<file path="src/rtl/ntt_pkg.sv">
// Shared definitions for the NTT butterfly address scheduler: ROM geometry,
// scheduler state encoding and butterfly address helpers.
package ntt_pkg;

  localparam int AW   = 8;
  localparam int N    = 256;
  localparam int LOGN = 8;

  typedef enum logic [1:0] {
    ST_IDLE,
    ST_RUN,
    ST_DRAIN,
    ST_DONE
  } sched_state_t;

  // Butterfly half-span for stage s: 1 << (7-s).
  function automatic logic [AW-1:0] bfly_half(input logic [2:0] s);
    logic [3:0] sh;
    sh = 4'd7 - {1'b0, s};
    return 8'd1 << sh;
  endfunction

  // Lower address of butterfly k in stage s: k's high bits are spread by one
  // position to leave room for the half-span bit, low bits stay in place.
  function automatic logic [AW-1:0] bfly_addr1(input logic [2:0] s, input logic [6:0] k);
    logic [3:0]    sh;
    logic [AW-1:0] kk;
    logic [AW-1:0] h;
    sh = 4'd7 - {1'b0, s};
    kk = {1'b0, k};
    h  = 8'd1 << sh;
    return ((kk >> sh) << (sh + 4'd1)) | (kk & (h - 8'd1));
  endfunction

endpackage

</file>
<file path="src/rtl/ntt_pair_fifo.sv">
// Two-entry operand-pair FIFO with same-edge push/pop and a synchronous flush.
module ntt_pair_fifo
  import ntt_pkg::*;
#(
  parameter int W = 42
) (
  input  logic         clk,
  input  logic         rst_n,
  input  logic         flush,
  input  logic         push,
  input  logic [W-1:0] din,
  input  logic         pop,
  output logic [W-1:0] head,
  output logic [1:0]   count
);

  logic [W-1:0] mem [2];
  logic         wr_ptr;
  logic         rd_ptr;
  logic         do_push;
  logic         do_pop;

  assign do_pop  = pop && (count != 2'd0);
  assign do_push = push && ((count != 2'd2) || do_pop);
  assign head    = mem[rd_ptr];

  always_ff @(posedge clk or negedge rst_n) begin
    if (!rst_n) begin
      for (int unsigned i = 0; i < 2; i++) mem[i] <= '0;
      wr_ptr <= 1'b0;
      rd_ptr <= 1'b0;
      count  <= 2'd0;
    end else if (flush) begin
      wr_ptr <= 1'b0;
      rd_ptr <= 1'b0;
      count  <= 2'd0;
    end else begin
      if (do_push) begin
        mem[wr_ptr] <= din;
        wr_ptr      <= ~wr_ptr;
      end
      if (do_pop) rd_ptr <= ~rd_ptr;
      count <= count + {1'b0, do_push} - {1'b0, do_pop};
    end
  end

endmodule

</file>
<file path="src/rtl/ntt_rom_sched.sv">
// NTT butterfly scheduler: walks (stage, k), reads both operands from an
// external dual-port ROM and hands the pairs out over a valid/ready port.
module ntt_rom_sched
  import ntt_pkg::*;
#(
  parameter int STAGES = 8,
  parameter int DW     = 16
) (
  input  logic          clk,
  input  logic          rst_n,
  input  logic          start,
  input  logic          abort,
  output logic [AW-1:0] rom_addr1,
  output logic [AW-1:0] rom_addr2,
  input  logic [DW-1:0] rom_a,
  input  logic [DW-1:0] rom_b,
  output logic [DW-1:0] out_a,
  output logic [DW-1:0] out_b,
  output logic [2:0]    out_stage,
  output logic [6:0]    out_idx,
  output logic          out_valid,
  input  logic          out_ready,
  output logic          busy,
  output logic          done
);

  localparam int TW = 2*DW + 10;
  localparam logic [2:0] LAST_STAGE = 3'(STAGES - 1);

  sched_state_t state, state_nx;

  logic [2:0]    s_cnt;
  logic [6:0]    k_cnt;
  logic          inflight;
  logic [9:0]    tag_q;
  logic [1:0]    occ;
  logic [TW-1:0] head;
  logic          pop;
  logic          issue;
  logic          last_issue;
  logic          drained;

  assign out_valid = (occ != 2'd0);
  assign pop       = out_valid && out_ready;

  // Occupancy plus the read still in flight bounds the FIFO at two entries.
  assign issue      = (state == ST_RUN) &&
                      ((({1'b0, occ} + {2'b0, inflight}) < 3'd2) || pop);
  assign last_issue = issue && (s_cnt == LAST_STAGE) && (k_cnt == 7'd127);
  // True when this edge removes the last buffered pair with nothing behind it.
  assign drained    = !inflight && ((occ == 2'd0) || ((occ == 2'd1) && pop));

  always_ff @(posedge clk or negedge rst_n) begin
    if (!rst_n) state <= ST_IDLE;
    else        state <= state_nx;
  end

  always_comb begin
    state_nx = state;
    if (abort) begin
      state_nx = ST_IDLE;
    end else begin
      unique case (state)
        ST_IDLE:  if (start)      state_nx = ST_RUN;
        ST_RUN:   if (last_issue) state_nx = ST_DRAIN;
        ST_DRAIN: if (drained)    state_nx = ST_DONE;
        ST_DONE:                  state_nx = ST_IDLE;
        default:                  state_nx = ST_IDLE;
      endcase
    end
  end

  always_ff @(posedge clk or negedge rst_n) begin
    if (!rst_n) begin
      s_cnt <= 3'd0;
      k_cnt <= 7'd0;
    end else if (abort || (state == ST_IDLE)) begin
      s_cnt <= 3'd0;
      k_cnt <= 7'd0;
    end else if (issue) begin
      k_cnt <= k_cnt + 7'd1;
      if (k_cnt == 7'd127) s_cnt <= s_cnt + 3'd1;
    end
  end

  always_ff @(posedge clk or negedge rst_n) begin
    if (!rst_n) begin
      inflight <= 1'b0;
      tag_q    <= '0;
    end else if (abort) begin
      inflight <= 1'b0;
      tag_q    <= '0;
    end else begin
      inflight <= issue;
      if (issue) tag_q <= {s_cnt, k_cnt};
    end
  end

  ntt_pair_fifo #(.W(TW)) u_fifo (
    .clk   (clk),
    .rst_n (rst_n),
    .flush (abort),
    .push  (inflight),
    .din   ({rom_a, rom_b, tag_q}),
    .pop   (pop),
    .head  (head),
    .count (occ)
  );

  always_comb begin
    rom_addr1 = '0;
    rom_addr2 = '0;
    if (state == ST_RUN) begin
      rom_addr1 = bfly_addr1(s_cnt, k_cnt);
      rom_addr2 = rom_addr1 | bfly_half(s_cnt);
    end
  end

  assign out_a     = out_valid ? head[TW-1 -: DW]    : '0;
  assign out_b     = out_valid ? head[TW-DW-1 -: DW] : '0;
  assign out_stage = out_valid ? head[9:7]           : '0;
  assign out_idx   = out_valid ? head[6:0]           : '0;
  assign busy      = (state == ST_RUN) || (state == ST_DRAIN);
  assign done      = (state == ST_DONE);

endmodule

</file>
<file path="config.mk">
export PLATFORM = sky130hd
export DESIGN_NAME = ntt_rom_sched
export DESIGN_NICKNAME = d
export VERILOG_FILES = /design/src/rtl/ntt_pkg.sv /design/src/rtl/ntt_pair_fifo.sv /design/src/rtl/ntt_rom_sched.sv
export SDC_FILE = /design/constraint.sdc
export NUM_CORES = 1
export LEC_CHECK = 0
export ABC_AREA = 0
export ABC_CLOCK_PERIOD_IN_PS = 8700
export BUFFER_PORTS_ARGS = -buffer_cell sky130_fd_sc_hd__buf_2
export CAP_MARGIN = 15
export CORE_MARGIN = 1
export CORE_UTILIZATION = 45
export CTS_BUF_LIST = sky130_fd_sc_hd__clkbuf_4 sky130_fd_sc_hd__clkbuf_8
export DETAILED_ROUTE_END_ITERATION = 12
export PLACE_DENSITY = 0.66
export SYNTH_ARGS = -nofsm -noshare
export SYNTH_HDL_FRONTEND = slang
export SYNTH_SLANG_ARGS = --single-unit
</file>
<file path="constraint.sdc">
create_clock -name clk -period 8.7 [get_ports clk]
set_input_delay 1.305 -clock clk [delete_from_list [all_inputs] [get_ports clk]]
set_output_delay 1.305 -clock clk [all_outputs]
set_load 0.005 [all_outputs]
</file>
=== After elaboration in Yosys (flattened, before gate mapping) ===
Index checks and enable logic that the tools add are counted.
W data, S select, Z words.

* $add $sub $neg: 8
* $mul: 0
* Divide/modulo/power cells: 0
* Magnitude comparators: 4
* Equal/unequal tests: 10
* Shift operators: 3
* Mux-type cells: 30
* Bitwise operators: 8
* Reductions and logical operators: 26

{| class="wikitable"
|+ Operators by type and width
! operator !! number
|-
| $mux W42 || 4
|-
| $bwmux W84 || 1
|-
| $demux W42 S1 || 1
|-
| $mux W16 || 2
|-
| $mux W7 || 3
|-
| $mux W10 || 2
|-
| $mux W8 || 2
|-
| $or A8 B8 Y8 || 2
|-
| $mux W3 || 4
|-
| $reduce_bool A2 Y1 || 6
|-
| $mux W2 || 5
|-
| $logic_and A1 B1 Y1 || 9
|-
| $ne A3 B3 Y1 const B || 3
|-
| $and A7 B8 Y8 || 1
|-
| $pmux W2 S4 || 1
|-
| $shl A1 B4 Y8 const A || 1
|-
| $shl A8 B4 Y8 || 1
|-
| $shr A7 B4 Y8 || 1
|-
| $sub A8 B1 Y8 const B || 1
|-
| $add A7 B1 Y7 const B || 1
|-
| $eq A7 B7 Y1 const B || 1
|-
| $logic_or A1 B1 Y1 || 5
|-
| $mux W1 || 5
|-
| $add A4 B1 Y4 const B || 1
|-
| 18 further kinds || 26
|}

* Register bits after elaboration: 111
* Latch bits: 0
* Memory bits (writable): 0
* Memory bits (read-only): 0
* Input port bits: 37
* Output and inout port bits: 61
* Word-level logic and storage cells: 99
* Memories kept: 0

=== Depth between registers and ports, before layout ===
Gate-level depths: netlist of the first run.

* Word-level depth: 9
* Mapped depth: 11
* Mapped depth without buffers: 9

=== Hierarchy ===
Synthesis of the first run repeated with hierarchy kept, for this count alone.

* Cells, all modules: 549
* Area, all modules: 6417.4 µm²

{| class="wikitable"
|+ By module, submodules not included
! module !! times used !! cells an instance !! area an instance (µm²) !! seq. area each (µm²)
|-
| ntt_pair_fifo || 1 || 246 || 3992.6 || 2202.1
|-
| ntt_rom_sched || 1 || 303 || 2424.8 || 575.6
|}

=== Least setup slack after synthesis of the first run ===
Ideal clock, no wire load.

* Kind: register to output
* Start point: register s_cnt[0]
* End point: output port rom_addr1[6]
* Arrival time: 2.509 ns
* Required time: 7.395 ns
* Setup slack: 4.886 ns
* Stages on the path, launching flop included: 12
* Path buffers: 2
* Cells stage by stage: dfrtp_1 > buf_2 > buf_1 > inv_1 > ha_1 > nand2_1 > ha_1 > nor2b_1 > or3b_2 > and3_1 > o21ai_0 > a31oi_1

* Cells in the longest elaborated chain, start to end: 6
* Elaborated cells on any way between the ends: 9
* Those cells by class: add/sub: 3; shift: 3; mux: 1; bitwise: 2

{| class="wikitable"
|+ Ends and longest elaborated chain
! item !! RTL line !! text
|-
| from (decl) || ntt_rom_sched.sv:32 || <nowiki>logic [2:0] s_cnt;</nowiki>
|-
| from (signal assigned) || ntt_rom_sched.sv:82 || <nowiki>if (k_cnt == 7'd127) s_cnt <= s_cnt + 3'd1;</nowiki>
|-
| $sub A3 B3 Y4 (*) || ntt_pkg.sv:29 || <nowiki>sh = 4'd7 - {1'b0, s};</nowiki>
|-
| $shl A1 B4 Y8 || ntt_pkg.sv:31 || <nowiki>h = 8'd1 << sh;</nowiki>
|-
| $sub A8 B1 Y8 || ntt_pkg.sv:32 || <nowiki>return ((kk >> sh) << (sh + 4'd1)) | (kk & (h - 8'd1));</nowiki>
|-
| $and A7 B8 Y8 || ntt_pkg.sv:32 ||
|-
| $or A8 B8 Y8 (*) || ntt_pkg.sv:32 ||
|-
| $mux W8 (*) || ntt_rom_sched.sv:113 || <nowiki>if (state == ST_RUN) begin</nowiki>
|-
| to (decl) || ntt_rom_sched.sv:13 || <nowiki>output logic [AW-1:0] rom_addr1,</nowiki>
|}

Mark *: on every way between the ends. The rest lies on a longest branch, timed or not.

=== Worst setup path after layout of the first run ===
Ends and elaborated chain as after synthesis.

==> results of run 1 <==
## routing by layer
| metal | global-route usage | wire length [µm] |
|---|---|---|
| met1 | 0.243 | 5800 |
| met5 | 0 | 0 |
| met4 | 0.0734 | 255 |
| met3 | 0.0422 | 592 |
| met2 | 0.332 | 6190 |
## stage by stage
stage / cells / worst slack (ns) / power, W
3_3_place_gp: 781 / 4.65 / 0.00130
6_report: 797 / 4.12 / 0.00159
5_1_grt: 797 / 3.77 / 0.00171
3_5_place_dp: 781 / 4.57 / 0.00133
4_1_cts: 797 / 4.13 / 0.00161
2_1_floorplan: 542 / 4.89 / 0.00115
## Yosys cell counts (5+ instances only)
library cell | instances | share of area
buf_2 | 12 | 0.010
mux2_2 | 89 | 0.17
nor2b_1 | 6 | 0.0063
mux2i_1 | 48 | 0.081
inv_1 | 14 | 0.0089
nand2_1 | 43 | 0.027
buf_4 | 7 | 0.0089
nand3_1 | 14 | 0.012
dfrtp_1 | 111 | 0.47
ha_1 | 16 | 0.034
o21ai_0 | 9 | 0.0076
nor2_1 | 68 | 0.043
clkbuf_1 | 10 | 0.0063
a21oi_1 | 19 | 0.016
xor2_1 | 7 | 0.010
nor3_1 | 5 | 0.0042
xnor2_1 | 9 | 0.013
## power breakdown
| group | total [W] | leakage, nW | switching [W] | internal (W) |
|---|---|---|---|---|
| clock | 0.000280 | 0.0943 | 0.000169 | 0.000111 |
| combinational | 0.000531 | 1.58 | 0.000256 | 0.000275 |
| sequential | 0.000776 | 1.47 | 0.0000994 | 0.000677 |
## final timing paths
kind | startpoint | slack [ns] | end
max in group asynchronous | rst_n | 6.49 | u_fifo.rd_ptr
max reg2reg | u_fifo.count[0] | 6.15 | u_fifo.count[1]
min reg2reg | u_fifo.mem[56] | 0.51 | u_fifo.mem[56]
min | u_fifo.mem[56] | 0.51 | u_fifo.mem[56]
min in group asynchronous | rst_n | 0.95 | u_fifo.mem[81]
max | s_cnt[0] | 4.12 | rom_addr1[6]
## layout make-up
cell class,instances,area [µm²],area share
repair buffers,101,518,0.0779
multi-input cells,382,2910,0.438
inverters,15,56.3,0.00847
clock buffers,11,139,0.0209
clock inverters,5,32.5,0.00489
well taps,172,215,0.0324
flip-flops and latches,111,2780,0.418
## placed cells by master, fill, tap and decap left out, drive strengths merged, types with 6 or more instances in the layout
| cell | n |
|---|---|
| o21ai | 9 |
| nor2 | 68 |
| xor2 | 7 |
| nor3 | 6 |
| a21oi | 19 |
| dfrtp | 111 |
| nand3 | 14 |
| xnor2 | 9 |
| inv | 15 |
| buf | 101 |
| nand2 | 43 |
| mux2 | 89 |
| nor2b | 6 |
| ha | 16 |
| mux2i | 48 |
| clkbuf | 11 |
## flip-flops by register name (all words and copies together) (netlist names)
name           flops
s_cnt              3
u_fifo.mem        84
u_fifo.wr_ptr      1
state              2
u_fifo.rd_ptr      1
inflight           1
k_cnt              7
u_fifo.count       2
tag_q             10
## cells by family after synthesis
| logic type | count (synthesis) |
|---|---|
| flops | 111 |
| simple gates | 155 |
| buf+inv | 49 |
| fa+ha+maj | 16 |
| mux | 137 |
| xor+xnor | 16 |
| compound gates | 58 |
==> flow_summary.ini, run 1 <==
[global_route]
grt_max_degree = 62
grt.total_usage = 0.195
grt_pass1_vias = 4257
gr-total-overflow = 0
antenna_found_initial = 0
grt_first_pass_wirelength_mm = 20.5

[die]
start_util = 0.466
die_height_um = 117
die_area_um2 = 13600
coreArea_um2 = 12700
die-width_um = 117
num_rows = 41
ioPinCount = 98

[routing]
vias = 4329
ant_nets = 0
routedWlPerCell_um = 16.1
via_per_inst = 5.43
finalWirelength_mm = 12.8
drc = 0
initialDrtViolationCount = 155
first_pass_iters = 4

[critical_path]
reg2reg_depth = 8
worstPathArrival_ns = 3.28
cp-end-kind = primary output
crit_path_start_kind = flip-flop
cp_num_buf_inv = 2
cp_slowest_stage_delay_ns = 0.74
cp.required_ns = 7.39
path_class = flip-flop to primary output
crit_path_frequent_cell = ha_1
cp_slowest_cell = dfrtp_1
cpLargestDelayFamily = simple AND/OR/NAND/NOR gates
path_depth = 10
crit_fanout = 20
cp_cell_sequence = inv_1, ha_1, nand2_1, ha_1, nor2b_1, or3b_2, and3_1, o21ai_0, a31oi_1, buf_2

[min_path]
hold_class = flip-flop to flip-flop
whs_path_depth = 1

[timing]
fin_tns_setup_ns = 0
setup_viol = 0
rsz0062_at_grt = no
tightest_slew_ns = 1.13
report.final.slew_viol_count = 0
fin_crit_ns = 4.58
finalCritPeriodShare = 0.527
finalClockSkew_ns = 0.0187
hold_viol = 0
timing.fmax_mhz = 218
slew_headroom = 0.245
hold_ws_ns = 0.509

[placed_design]
portBuffers = 97
dpl_cell_area_um2 = 6480
routabilityCongestion = 0.892
dp_hpwl_mm = 8.68

[logic_synthesis]
synth_compound_gate_area_share = 0.0641
avgSynthCellArea_um2 = 10.9
synth_fa_ha_area_frac = 0.0337
yosys.area_share.simple = 0.117
async_flop_share = 1.00
synth_xor_area_frac = 0.0236
synth_cells = 542
synth_edf_count = 0
seq_area_frac_synth = 0.468
ys_types = 53
synth_fp_nets = 595
synth_top_family_by_area = multiplexers
ys_ff_latch = 111
yosysWarnings = 0
ys.flop_type = dfrtp_1
synth.area.mux_share = 0.250
syn-cell-area_um2 = 5930

[clocking]
ctsResizeCount = 0
htreeDepth = 3
cts_buffers = 9
post-cts-setup-buffers = 0
insertion_delay_ns = 0.36
clock-sinks = 111
clk_path_buf_depth = 2
hold_buffers = 0
clk_pin_slew_worst_paths_ns = 0.10
tritoncts = yes
ctsRootBufferMaster = clkbuf_8

[cells_and_area]
drive_gt1_frac = 0.347
fillerInstances = 1191
post-route-util = 0.523
fin_area_um2 = 6650
num-nets-final = 673
areaGrowthSynthToFinish_pct = 12.1
diodes = 0

[power_and_ir_drop]
ir_worst_vdd_v = 0.0000924
p_leak_nw = 3.15
p_per_area_nw_per_um2 = 239

[run_status]
outcome = complete, no violations

[run]
max_cap_violations = 0
No activity file was read; power rests on OpenSTA's default activity.
==> run 2, diff against run 1 <==
--- a/config.mk
+++ b/config.mk
@@ -6,14 +6,14 @@
 export NUM_CORES = 1
 export LEC_CHECK = 0
 export ABC_AREA = 0
-export ABC_CLOCK_PERIOD_IN_PS = 8700
+export ABC_CLOCK_PERIOD_IN_PS = 4100
 export BUFFER_PORTS_ARGS = -buffer_cell sky130_fd_sc_hd__buf_2
 export CAP_MARGIN = 15
 export CORE_MARGIN = 1
 export CORE_UTILIZATION = 45
 export CTS_BUF_LIST = sky130_fd_sc_hd__clkbuf_4 sky130_fd_sc_hd__clkbuf_8
 export DETAILED_ROUTE_END_ITERATION = 12
-export PLACE_DENSITY = 0.66
+export PLACE_DENSITY = 0.69
 export SYNTH_ARGS = -nofsm -noshare
 export SYNTH_HDL_FRONTEND = slang
 export SYNTH_SLANG_ARGS = --single-unit
==> constraint.sdc (replaced) <==
create_clock -name clk -period 4.1 [get_ports clk]
set_input_delay 0.615 -clock clk [delete_from_list [all_inputs] [get_ports clk]]
set_output_delay 0.615 -clock clk [all_outputs]
set_load 0.005 [all_outputs]
==> run 2 against run 1 <==
Against the previous run:
- clock skew decreased by 0.012 ns
- worst setup slack got worse by 3.8 ns
- largest cell class unchanged
- via count decreased by 1.4%
==> flow_summary.ini, run 2 (same netlist as run 1, synthesis figures left out) <==
[timing]
finalClockSkew_ns = 0.00666
setup_viol = 0
fin_tns_setup_ns = 0
tightest_slew_ns = 1.08
rsz0062_at_grt = no
finalCritPeriodShare = 0.934
timing.fmax_mhz = 261
slew_headroom = 0.280
hold_viol = 0
fin_crit_ns = 3.83
report.final.slew_viol_count = 0

[critical_path]
reg2reg_depth = 5
reg2reg_to = u_fifo.mem[11]
crit_path_start_kind = flip-flop
reg2reg_from = u_fifo.count[1]
crit_fanout = 20
cp-end-kind = primary output
r2r_slack_ns = 1.59
cp.required_ns = 3.48
path_class = flip-flop to primary output
crit_start = s_cnt[0]
worstPathArrival_ns = 3.22

[cells_and_area]
multiInputGateArea_um2 = 2910
areaGrowthSynthToFinish_pct = 12.1
fillerInstances = 1139
reg_top3 = u_fifo.mem: 84 flops, tag_q: 10 flops, k_cnt: 7 flops
seqCellArea_um2 = 2780
mostFrequentLayoutCells = 110 x dfrtp_1, 96 x buf_2, 89 x mux2_2
drive_gt1_frac = 0.346
num-nets-final = 675
diodes = 0
final_common_cell = dfrtp_1
top_register = u_fifo.mem
largest_reg_flops = 84
post-route-util = 0.523

[clocking]
post-cts-setup-buffers = 0
clock-sinks = 111
htreeDepth = 3
hold_buffers = 0
clk_path_buf_depth = 2
ctsRootBufferMaster = clkbuf_8
clk_pin_slew_worst_paths_ns = 0.09
tritoncts = yes
ctsResizeCount = 0
insertion_delay_ns = 0.37
cts_buffers = 9

[run]
max_cap_violations = 0

[placed_design]
dp_hpwl_mm = 8.95
portBuffers = 97
routabilityCongestion = 0.885

[power_and_ir_drop]
p_leak_nw = 3.15
ir_worst_vdd_v = 0.000223
p_per_area_nw_per_um2 = 502

[global_route]
grt.total_usage = 0.192
grt_first_pass_wirelength_mm = 20.2
gr-total-overflow = 0
grt_pass1_vias = 4109
grt_max_degree = 45
antenna_found_initial = 0

[die]
die-width_um = 117
ioPinCount = 98
die_area_um2 = 13600
die_height_um = 117
start_util = 0.466
coreArea_um2 = 12700
num_rows = 41

[routing]
drc = 0
first_pass_iters = 4
routedWlPerCell_um = 16.0
initialDrtViolationCount = 319
vias = 4268
finalWirelength_mm = 12.7
via_per_inst = 5.36
ant_nets = 0

[min_path]
hold_class = primary input to asynchronous set/reset pin

[run_status]
outcome = complete, no violations
-- run 2: cell types whose count changed in the layout (fill, tap and decap cells not counted) --
| cell | delta |
|---|---|
| clkbuf_4 | -1 |
| clkinv_4 | -1 |
| o21ai_0 | -1 |
| clkbuf_8 | +1 |
| o21ai_1 | +1 |
| buf_4 | +2 |
| clkinv_2 | -1 |
| inv_6 | -1 |
-- run 2: final cells by class --
cell class / instances / share of cell area
Multi-Input combinational cell: 382 / 0.438
Clock buffer: 11 / 0.0218
Sequential cell: 111 / 0.418
Inverter: 15 / 0.00847
Timing Repair Buffer: 103 / 0.0802
Tap cell: 172 / 0.0324
Clock inverter: 2 / 0.00151
-- run 2: how the worst max path moves through the flow --
stage	end	cells after the start
finish	rom_addr1[6]	10
global route	rom_addr1[6]	10
CTS	rom_addr1[6]	10
detailed placement	rom_addr1[6]	10
global placement	rom_addr1[6]	10
floorplan	rom_addr1[6]	11
-- run 2: critical path: stages, from the launching register on --
cell and delay (ns):
dfrtp_1 0.70, inv_1 0.22, ha_1 0.33, nand2_1 0.11, ha_1 0.21, nor2b_1 0.22
or3b_2 0.45, and3_1 0.19, o21ai_0 0.16, a31oi_1 0.11, buf_2 0.15
-- run 2: routing by layer --
metal / track usage / vias up / wire length [µm]
li1: - / 2044 / -
met5: 0 / - / 0
met2: 0.310 / 131 / 6040
met3: 0.0391 / 14 / 734
met4: 0.0633 / 0 / 172
met1: 0.260 / 2079 / 5790
-- run 2: per-stage QoR --
step | hold slack [ns] | power [W] | instances | area (µm²) | worst slack (ns)
3_5_place_dp | 0.493 | 0.00282 | 783 | 6490 | 0.702
3_3_place_gp | 0.486 | 0.00274 | 783 | 6490 | 0.762
5_1_grt | 0.254 | 0.00360 | 796 | 6650 | 0.0333
6_report | 0.227 | 0.00334 | 796 | 6650 | 0.270
4_1_cts | 0.229 | 0.00339 | 796 | 6650 | 0.264
2_1_floorplan | 0.319 | 0.00244 | 542 | 5930 | 0.976
-- run 2: power by group --
| group | internal (W) | switching (W) | leakage (nW) |
|---|---|---|---|
| Sequential | 0.00144 | 0.000227 | 1.47 |
| Clock | 0.000233 | 0.000328 | 0.0843 |
| Combinational | 0.000585 | 0.000530 | 1.59 |
| Total | 0.00225 | 0.00109 | 3.15 |
==> run 3, diff against run 2 <==
--- a/config.mk
+++ b/config.mk
@@ -5,7 +5,7 @@
 export SDC_FILE = /design/constraint.sdc
 export NUM_CORES = 1
 export LEC_CHECK = 0
-export ABC_AREA = 0
+export ABC_AREA = 1
 export ABC_CLOCK_PERIOD_IN_PS = 4100
 export BUFFER_PORTS_ARGS = -buffer_cell sky130_fd_sc_hd__buf_2
 export CAP_MARGIN = 15
==> run 3 against run 2 <==
Against the previous run:
- clock skew up 0.0058 ns
- flip-flop and latch count unchanged
- hold slack better by 0.097 ns
- final cell count up 26%
- register-to-register slack better by 0.45 ns
- synthesized cell count up 39%
- core utilization down 0.26 points
- largest power group unchanged
==> flow_summary.ini, run 3 <==
[routing]
first_pass_iters = 5
initialDrtViolationCount = 440
vias = 5098
drc = 0
via_per_inst = 5.07
finalWirelength_mm = 13.1
routedWlPerCell_um = 13.0
ant_nets = 0

[cells_and_area]
fillerInstances = 1319
post-route-util = 0.520
largest_reg_flops = 84
drive_gt1_frac = 0.188
final_common_cell = nand2_1
top_register = u_fifo.mem
seqCellArea_um2 = 2780
diodes = 0
num-nets-final = 883
mostFrequentLayoutCells = 236 x nand2_1, 111 x dfrtp_1, 96 x buf_2
reg_top3 = u_fifo.mem: 84 flops, tag_q: 10 flops, k_cnt: 7 flops
multiInputGateArea_um2 = 2540
areaGrowthSynthToFinish_pct = 12.1

[critical_path]
path_depth = 10
reg2reg_to = state[0]
cp-end-kind = primary output
reg2reg_depth = 7
crit_path_start_kind = flip-flop
crit_path_frequent_cell = nand2_1
cp.required_ns = 3.48
crit_fanout = 19
reg2reg_from = s_cnt[0]
cp_slowest_stage_delay_ns = 0.81
path_class = flip-flop to primary output
r2r_slack_ns = 2.04
cp_num_buf_inv = 3
cp_slowest_cell = dfrtp_1
worstPathArrival_ns = 2.82
cpLargestDelayFamily = flip-flops
cp_cell_sequence = inv_6, ha_1, clkinv_1, nand3_1, nand2_1, a21oi_1, nand2_1, nand2_1, nand2_1, buf_2

[logic_synthesis]
synth_top_family_by_area = simple AND/OR/NAND/NOR gates
yosysTopAreaCellShare = 0.472
syn-cell-area_um2 = 5880
synth_fa_ha_area_frac = 0.0340
ys.flop_type = dfrtp_1
synth_commonest_cells = 236 x nand2_1, 111 x dfrtp_1, 70 x inv_1
yosysWarnings = 0
async_flop_share = 1.00
yosys.area_share.simple = 0.243
avgSynthCellArea_um2 = 7.79
seq_area_frac_synth = 0.472
ys_types = 37
yosysMostFrequentCell = nand2_1
synthTopCellsByArea = dfrtp_1 47%, nand2_1 15%, o21ai_0 5.5%
ys_ff_latch = 111
synth_xor_area_frac = 0.00298
synth_cells = 755
synth.area.mux_share = 0.00170
synth_fp_nets = 808
yosysTopAreaCell = dfrtp_1
synth_edf_count = 0
synth_compound_gate_area_share = 0.150

[die]
die_height_um = 116
die-width_um = 116
ioPinCount = 98
coreArea_um2 = 12700
start_util = 0.464
die_area_um2 = 13500
num_rows = 41

[timing]
hold_viol = 0
tightest_slew_ns = 0.824
fin_tns_setup_ns = 0
timing.fmax_mhz = 291
slew_headroom = 0.451
rsz0062_at_grt = no
finalCritPeriodShare = 0.837
fin_crit_ns = 3.43
finalClockSkew_ns = 0.0125
report.final.slew_viol_count = 0
setup_viol = 0

[placed_design]
routabilityCongestion = 0.900
dp_hpwl_mm = 8.77
portBuffers = 97

[global_route]
antenna_found_initial = 0
gr-total-overflow = 0
grt_max_degree = 85
grt_first_pass_wirelength_mm = 21.4
grt_pass1_vias = 4418
grt.total_usage = 0.199

[clocking]
hold_buffers = 0
cts_buffers = 9
post-cts-setup-buffers = 0
clk_path_buf_depth = 2
insertion_delay_ns = 0.36
ctsResizeCount = 0
tritoncts = yes
clk_pin_slew_worst_paths_ns = 0.10
ctsRootBufferMaster = clkbuf_8
clock-sinks = 111
htreeDepth = 3

[power_and_ir_drop]
p_leak_nw = 3.38
p_per_area_nw_per_um2 = 531
ir_worst_vdd_v = 0.000304

[min_path]
hold_class = primary input to asynchronous set/reset pin

[run_status]
outcome = complete, no violations

[run]
max_cap_violations = 0
## run 3: cell types whose count changed after synthesis, sizes merged, moves of 8 or more
cell and change:
a21oi +38, inv +65, mux2 -89, mux2i -47, nand2 +205, nand3 +36, nor2 -49, o21ai +91
xnor2 -8
## run 3: power breakdown
group | total, W | leakage (nW) | switching [W] | internal (W)
combinational | 0.00132 | 1.80 | 0.000854 | 0.000468
clock | 0.000646 | 0.0988 | 0.000349 | 0.000297
sequential | 0.00153 | 1.49 | 0.000170 | 0.00136
total | 0.00350 | 3.38 | 0.00137 | 0.00213
## run 3: cell families after synthesis
| group | count (synthesis) |
|---|---|
| and+or+nand+nor | 332 |
| AOI/OAI and AO/OA | 170 |
| buffers and inverters | 123 |
| DFF | 111 |
| adders and majority gates | 16 |
| xor gates and xnor gates | 2 |
| muxes | 1 |
## run 3: final cells by class
cell class,count,share of cell area
Timing Repair Buffer,105,0.0832
Clock inverter,4,0.00854
Tap cell,172,0.0327
Inverter,82,0.0475
Sequential cell,111,0.421
Multi-Input combinational cell,521,0.386
Clock buffer,10,0.0209
## run 3: worst max path at each step
stage | slack (ns) | from | end
2_1_floorplan | 1.62 | s_cnt[0] | rom_addr2[6]
3_3_place_gp | 1.14 | s_cnt[0] | rom_addr2[6]
3_5_place_dp | 1.10 | s_cnt[0] | rom_addr2[6]
4_1_cts | 0.70 | s_cnt[0] | rom_addr2[6]
5_1_grt | 0.44 | s_cnt[0] | rom_addr1[6]
6_report | 0.67 | s_cnt[0] | rom_addr2[6]
## run 3: per-stage QoR
step	setup slack, ns	area [µm²]	instances	power (W)	hold WS (ns)
CTS	0.696	6590	1005	0.00354	0.351
finish	0.669	6590	1005	0.00350	0.324
global placement	1.14	6400	991	0.00286	0.464
floorplan	1.62	5880	755	0.00249	0.319
global route	0.443	6590	1005	0.00380	0.397
detailed placement	1.10	6400	991	0.00288	0.473
## run 3: layer usage
metal,vias up,routed length [µm],global-route usage
met2,139,6030,0.323
met4,0,114,0.0393
li1,2581,-,-
met1,2366,6230,0.275
met3,12,735,0.0441
met5,-,0,0
